===== src/rtl/sakiz_pkg.sv =====
// Shared types and coin constants for the gum-machine coin path
// (used by the change dispenser and the vending controller).
package sakiz_pkg;

  typedef enum logic [2:0] {
    IDLE,
    CHECK,
    SELECT,
    PULSE,
    WAIT_ACK,
    DONE,
    ERR
  } state_e;

  typedef enum logic {
    COIN_A,
    COIN_B
  } coin_e;

  localparam int COIN_A_VAL = 5;
  localparam int COIN_B_VAL = 10;

  function automatic int coin_value(input coin_e coin);
    return (coin == COIN_B) ? COIN_B_VAL : COIN_A_VAL;
  endfunction

endpackage


===== src/rtl/sakiz_change_dispenser_if.sv =====
// Request/hopper/inventory bundle between the vending controller (master)
// and the change dispenser (slave).
interface sakiz_change_dispenser_if #(
  parameter int AMT_W = 6,
  parameter int INV_W = 8
) ();

  logic             req_valid;
  logic [AMT_W-1:0] req_amount;
  logic             req_ready;
  logic             A_out;
  logic             B_out;
  logic             hopper_ack;
  logic             refill_a;
  logic             refill_b;
  logic             busy;
  logic             done;
  logic             err_short;
  logic [INV_W-1:0] inv_a;
  logic [INV_W-1:0] inv_b;

  modport master (
    output req_valid, req_amount, hopper_ack, refill_a, refill_b,
    input  req_ready, A_out, B_out, busy, done, err_short, inv_a, inv_b
  );

  modport slave (
    input  req_valid, req_amount, hopper_ack, refill_a, refill_b,
    output req_ready, A_out, B_out, busy, done, err_short, inv_a, inv_b
  );

endinterface


===== src/rtl/sakiz_coin_inventory.sv =====
// Saturating per-coin inventory counter: loads INIT on reset, +1 on refill,
// -1 on dispense; both on the same edge cancel out.
module sakiz_coin_inventory #(
  parameter int INV_W = 8,
  parameter int INIT  = 20
) (
  input  logic             clk,
  input  logic             rst_n,
  input  logic             refill_i,
  input  logic             dispense_i,
  output logic [INV_W-1:0] count_o
);

  logic [INV_W-1:0] cnt_q, cnt_d;

  always_comb begin
    cnt_d = cnt_q;
    if (refill_i && !dispense_i) begin
      if (cnt_q != '1) cnt_d = cnt_q + 1'b1;
    end else if (dispense_i && !refill_i) begin
      cnt_d = cnt_q - 1'b1;
    end
  end

  always_ff @(posedge clk or negedge rst_n) begin
    if (!rst_n) cnt_q <= INV_W'(INIT);
    else        cnt_q <= cnt_d;
  end

  assign count_o = cnt_q;

endmodule


===== src/rtl/sakiz_change_dispenser.sv =====
// Greedy 10/5-kurus change payout with up-front feasibility check and per-coin
// hopper ack. Optional hopper ack timeout: define SAKIZ_ACK_TIMEOUT_EN.
module sakiz_change_dispenser
  import sakiz_pkg::*;
#(
  parameter int AMT_W      = 6,
  parameter int INV_W      = 8,
  parameter int INV_A_INIT = 20,
  parameter int INV_B_INIT = 20
`ifdef SAKIZ_ACK_TIMEOUT_EN
  , parameter int ACK_TIMEOUT = 15
`endif
) (
  input logic                   clk,
  input logic                   rst,
  sakiz_change_dispenser_if.slave bus
);

  localparam int PW = AMT_W + INV_W + 4;
  localparam logic [PW-1:0] VAL_A_W = PW'(COIN_A_VAL);
  localparam logic [PW-1:0] VAL_B_W = PW'(COIN_B_VAL);

  state_e           state_q, state_d;
  logic [AMT_W-1:0] rem_q, rem_d;
  coin_e            coin_q, coin_d;
  logic             dec_a, dec_b;
  logic [INV_W-1:0] inv_a, inv_b;

  logic [PW-1:0] rem_w, inv_a_w, inv_b_w, q10_w, nb_w, resid_w, cap_a_w;
  logic          feasible;

  // Feasibility: use as many B coins as stock allows, the rest must fit in A stock.
  always_comb begin
    rem_w    = PW'(rem_q);
    inv_a_w  = PW'(inv_a);
    inv_b_w  = PW'(inv_b);
    q10_w    = rem_w / VAL_B_W;
    nb_w     = (inv_b_w < q10_w) ? inv_b_w : q10_w;
    resid_w  = rem_w - nb_w * VAL_B_W;
    cap_a_w  = inv_a_w * VAL_A_W;
    feasible = ((rem_w % VAL_A_W) == '0) && (resid_w <= cap_a_w);
  end

`ifdef SAKIZ_ACK_TIMEOUT_EN
  localparam int TW = $clog2(ACK_TIMEOUT + 1);
  logic [TW-1:0] tmo_q, tmo_d;

  // Held at zero outside WAIT_ACK, so every entry starts a fresh count.
  always_comb tmo_d = (state_q == WAIT_ACK) ? tmo_q + 1'b1 : '0;

  always_ff @(posedge clk or negedge rst) begin
    if (!rst) tmo_q <= '0;
    else      tmo_q <= tmo_d;
  end
`endif

  always_comb begin
    state_d = state_q;
    rem_d   = rem_q;
    coin_d  = coin_q;
    dec_a   = 1'b0;
    dec_b   = 1'b0;
    case (state_q)
      IDLE: begin
        if (bus.req_valid) begin
          rem_d   = bus.req_amount;
          state_d = CHECK;
        end
      end
      CHECK:  state_d = feasible ? SELECT : ERR;
      SELECT: begin
        if (rem_q == '0) begin
          state_d = DONE;
        end else begin
          coin_d  = (rem_w >= VAL_B_W && inv_b != '0) ? COIN_B : COIN_A;
          state_d = PULSE;
        end
      end
      PULSE: state_d = WAIT_ACK;
      WAIT_ACK: begin
        if (bus.hopper_ack) begin
          rem_d   = rem_q - AMT_W'(coin_value(coin_q));
          dec_a   = (coin_q == COIN_A);
          dec_b   = (coin_q == COIN_B);
          state_d = SELECT;
        end
`ifdef SAKIZ_ACK_TIMEOUT_EN
        else if (tmo_q == TW'(ACK_TIMEOUT - 1)) begin
          rem_d   = '0;
          state_d = ERR;
        end
`endif
      end
      DONE:    state_d = IDLE;
      ERR:     state_d = IDLE;
      default: state_d = IDLE;
    endcase
  end

  always_ff @(posedge clk or negedge rst) begin
    if (!rst) begin
      state_q <= IDLE;
      rem_q   <= '0;
      coin_q  <= COIN_A;
    end else begin
      state_q <= state_d;
      rem_q   <= rem_d;
      coin_q  <= coin_d;
    end
  end

  sakiz_coin_inventory #(
    .INV_W (INV_W),
    .INIT  (INV_A_INIT)
  ) u_inv_a (
    .clk        (clk),
    .rst_n      (rst),
    .refill_i   (bus.refill_a),
    .dispense_i (dec_a),
    .count_o    (inv_a)
  );

  sakiz_coin_inventory #(
    .INV_W (INV_W),
    .INIT  (INV_B_INIT)
  ) u_inv_b (
    .clk        (clk),
    .rst_n      (rst),
    .refill_i   (bus.refill_b),
    .dispense_i (dec_b),
    .count_o    (inv_b)
  );

  assign bus.req_ready = (state_q == IDLE);
  assign bus.busy      = (state_q != IDLE);
  assign bus.A_out     = (state_q == PULSE) && (coin_q == COIN_A);
  assign bus.B_out     = (state_q == PULSE) && (coin_q == COIN_B);
  assign bus.done      = (state_q == DONE);
  assign bus.err_short = (state_q == ERR);
  assign bus.inv_a     = inv_a;
  assign bus.inv_b     = inv_b;

endmodule


===== src/flat_wrapper.sv =====
// flat-port wrapper written by rule: the top's interface ports become plain ports
module sakiz_change_dispenser_flat import sakiz_pkg::*;
#(
  parameter int AMT_W      = 6,
  parameter int INV_W      = 8,
  parameter int INV_A_INIT = 20,
  parameter int INV_B_INIT = 20

)
  (clk, rst, bus_req_valid, bus_req_amount, bus_hopper_ack, bus_refill_a, bus_refill_b, bus_req_ready, bus_A_out, bus_B_out, bus_busy, bus_done, bus_err_short, bus_inv_a, bus_inv_b);
  sakiz_change_dispenser_if #(.AMT_W(AMT_W), .INV_W(INV_W)) bus_i ();
  input logic clk;
  input logic rst;
  input wire logic [$bits(bus_i.req_valid)-1:0] bus_req_valid;
  input wire logic [$bits(bus_i.req_amount)-1:0] bus_req_amount;
  input wire logic [$bits(bus_i.hopper_ack)-1:0] bus_hopper_ack;
  input wire logic [$bits(bus_i.refill_a)-1:0] bus_refill_a;
  input wire logic [$bits(bus_i.refill_b)-1:0] bus_refill_b;
  output wire logic [$bits(bus_i.req_ready)-1:0] bus_req_ready;
  output wire logic [$bits(bus_i.A_out)-1:0] bus_A_out;
  output wire logic [$bits(bus_i.B_out)-1:0] bus_B_out;
  output wire logic [$bits(bus_i.busy)-1:0] bus_busy;
  output wire logic [$bits(bus_i.done)-1:0] bus_done;
  output wire logic [$bits(bus_i.err_short)-1:0] bus_err_short;
  output wire logic [$bits(bus_i.inv_a)-1:0] bus_inv_a;
  output wire logic [$bits(bus_i.inv_b)-1:0] bus_inv_b;
  assign bus_i.req_valid = bus_req_valid;
  assign bus_i.req_amount = bus_req_amount;
  assign bus_i.hopper_ack = bus_hopper_ack;
  assign bus_i.refill_a = bus_refill_a;
  assign bus_i.refill_b = bus_refill_b;
  assign bus_req_ready = bus_i.req_ready;
  assign bus_A_out = bus_i.A_out;
  assign bus_B_out = bus_i.B_out;
  assign bus_busy = bus_i.busy;
  assign bus_done = bus_i.done;
  assign bus_err_short = bus_i.err_short;
  assign bus_inv_a = bus_i.inv_a;
  assign bus_inv_b = bus_i.inv_b;
  sakiz_change_dispenser #(.AMT_W(AMT_W), .INV_W(INV_W), .INV_A_INIT(INV_A_INIT), .INV_B_INIT(INV_B_INIT)) u_core (.clk(clk), .rst(rst), .bus(bus_i));
endmodule

===== config.mk =====
export PLATFORM = sky130hd
export DESIGN_NAME = sakiz_change_dispenser_flat
export DESIGN_NICKNAME = d
export VERILOG_FILES = /design/src/rtl/sakiz_pkg.sv /design/src/rtl/sakiz_change_dispenser_if.sv /design/src/rtl/sakiz_coin_inventory.sv /design/src/rtl/sakiz_change_dispenser.sv /design/src/flat_wrapper.sv
export SDC_FILE = /design/constraint.sdc
export NUM_CORES = 1
export LEC_CHECK = 0
export BUFFER_PORTS_ARGS = -buffer_cell sky130_fd_sc_hd__buf_4
export CAP_MARGIN = 40
export CORE_MARGIN = 5
export CORE_UTILIZATION = 35
export CTS_BUF_LIST = sky130_fd_sc_hd__clkbuf_16
export DETAILED_ROUTE_END_ITERATION = 8
export PLACE_DENSITY = 0.5
export SYNTH_ARGS = -nofsm -noshare
export SYNTH_HDL_FRONTEND = slang
export SYNTH_SLANG_ARGS = --single-unit

===== constraint.sdc =====
create_clock -name clk -period 10.3 [get_ports clk]
set_clock_uncertainty 0.2 [all_clocks]
set_input_delay 1.03 -clock clk [delete_from_list [all_inputs] [get_ports clk]]
set_output_delay 1.03 -clock clk [all_outputs]
set_load 0.02 [all_outputs]

==> run metrics <==
Reg clk slew, reported paths=about 0.08 ns; crit path time final=just over 7 ns; global route overflow=0; fillcell total=1192; I/O Buffers=33; clk_lat worst skew=~0.27 ns; final worst path period share=between 60% and 70%; most common cell after layout, fill and taps aside=ha_1; CTS Buf Count=3; syn avg cell area=slightly above 8 µm²; Slowest cell on crit path=dfrtp_1; largest net degree at the start of global routing=29; cell count after synthesis=511; drt total wl=between 10000 and 15000 µm; synthesis-to-layout area growth=11.1%; hold slack=approximately 0.33 ns; Die Height=~120 µm; Initial Utilization=a little over a third; Max Fclk=about 140 MHz; Root Buffer Master=clkbuf_16; Critical Path Sink Type=flip-flop; crit-path max FO=28; Setup TNS=0 ns; most frequent CP cell=ha_1; vias per cell=roughly 5.5; EDFF count, synth=0; Max Slew Vio Count=0; dpl cells=678; top cell type's share of synthesized area=19.1%; CTS max path bufs=2; Post-Syn Area=between 4000 and 5000 µm²; Hold Path Class=reg2reg; IO Pins=34; critical path required time=10.24 ns; Fin. Hold Viols=0; Slew headroom=a little over two fifths; final layout net count=621; DPL Wire Length=8620 µm; most frequent cells in the layout=63 x ha_1, 46 x a21oi_1, 46 x nor2_1, 42 x inv_1, 34 x buf_4; critical path data arrival time=between 7 and 8 ns; RSZ-0062 raised after global routing=no; vias in the first global route=about 3800; CP Launch Type=flip-flop; clock tree sinks=26; share of cells above drive strength 1=~12%; WS Path Type=reg2reg; Ant. Diodes=0; Yosys reg bits=26; final cell count without fillers=slightly below 700; standard-cell rows=39; RePlAce Congestion=roughly 0.8; # setup viols final=0; TritonRoute pass-1 iters=4; Die W=119 µm; first-pass GRT wire length=~19000 µm; Max-Cap Viols=0; Worst Path Buf+Inv=2; Synth cell types=72; asr flop ratio synth=between 90% and 100%; drt wl/cell=16.0 µm; outcome=finished, final reports clean; CTS Hold Bufs=0; CP max stage delay=between 0.8 and 0.9 ns; Syn. warnings=0; post-synthesis sequential area ratio=15.9%; initial antenna violation count=0; htree depth=1; CTS tree=built; top post-synthesis cells by area=ha_1 19%, dfrtp_1 13%, a21oi_1 5.6%; R2R setup slack=3.19 ns; Top FF cell, synth=dfrtp_1; GR Util All Layers=approximately 16%; Synth area leader=ha_1; Die Area=between 10000 and 15000 µm²; post-CTS setup repair buffer count=0; PostCTS Resize Cnt=0; worst-margin pin slew=around 0.86 ns; CP top delay family=adder cells; vias=approximately 3800; Core Area=roughly 11000 µm²; antenna-violating nets left=0; Iter 0 DRT Violations=about 160; Remaining DRCs=0
## stage by stage
stage | cell area [µm²] | util (%) | setup WS, ns
finish | 4580 | 39.9 | 3.19
global route | 4580 | 39.9 | 2.29
CTS | 4580 | 39.9 | 3.15
detailed placement | 4480 | 39.0 | 3.16
global placement | 4470 | 38.9 | 3.41
floorplan | 4150 | - | 4.02
## routing by layer
metal	vias up	wire, µm	global-route usage [%]
li1	1893	-	-
met1	1794	5300	22.7
met2	69	5040	25.2
met3	12	457	1.67
met4	0	139	3.26
met5	-	0	0
## state kept, by name, indices dropped and copies added (netlist names)
signal	cells
u_core.rem_q	6
u_core.state_q	3
u_core.u_inv_a.count_o	8
u_core.coin_q	1
u_core.u_inv_b.count_o	8
## final timing paths
check                                                 end                      start  cells past startpoint
worst max-delay path                    u_core.state_q[2]            u_core.rem_q[4]                     31
worst min-delay path            u_core.u_inv_b.count_o[7]  u_core.u_inv_b.count_o[7]                      1
worst max register to register          u_core.state_q[2]            u_core.rem_q[4]                     31
worst min register to register  u_core.u_inv_b.count_o[7]  u_core.u_inv_b.count_o[7]                      1
max in group asynchronous       u_core.u_inv_b.count_o[4]                        rst                      1
min in group asynchronous       u_core.u_inv_a.count_o[7]                        rst                      1
## layout make-up
cell class | count | area (µm²) | share of cell area (%)
Inverter | 42 | 158 | 3.44
Sequential cell | 26 | 656 | 14.3
Multi-Input combinational cell | 431 | 3220 | 70.3
Timing Repair Buffer | 36 | 265 | 5.79
Clock inverter | 1 | 30.0 | 0.656
Clock buffer | 3 | 75.1 | 1.64
Tap cell | 143 | 179 | 3.91
## cells by family (layout without fill, tap and decap cells)
kind of cell    count (synthesis)  in the layout  share of synthesized area [%]
compound gates                159            159                           26.7
xor+xnor                       35             35                           7.98
fa+ha+maj                      71             71                           22.6
buf+inv                        62             82                           6.74
flops                          26             26                           15.9
mux                             8              8                           2.06
other cells                     1              9                         0.0910
simple gates                  149            149                           17.9
## Yosys cell counts, drive strengths merged (4+ instances only)
cell	instances
a31oi	5
mux2	4
a21oi	46
dfstp	4
o21bai	8
xnor2	23
nand2b	9
a21o	16
nor2	46
xor2	12
o21ai	32
nand4	9
ha	63
fa	6
mux2i	4
a211oi	4
nand2	31
a221oi	4
dfrtp	22
clkbuf	9
o211ai	7
and2	4
inv	42
o21a	5
nand3	7
nor2b	11
or2	4
nor3	10
buf	11
Power is not shown: default switching activity piles up to over one toggle a cycle in this logic, so the estimate is an artifact.
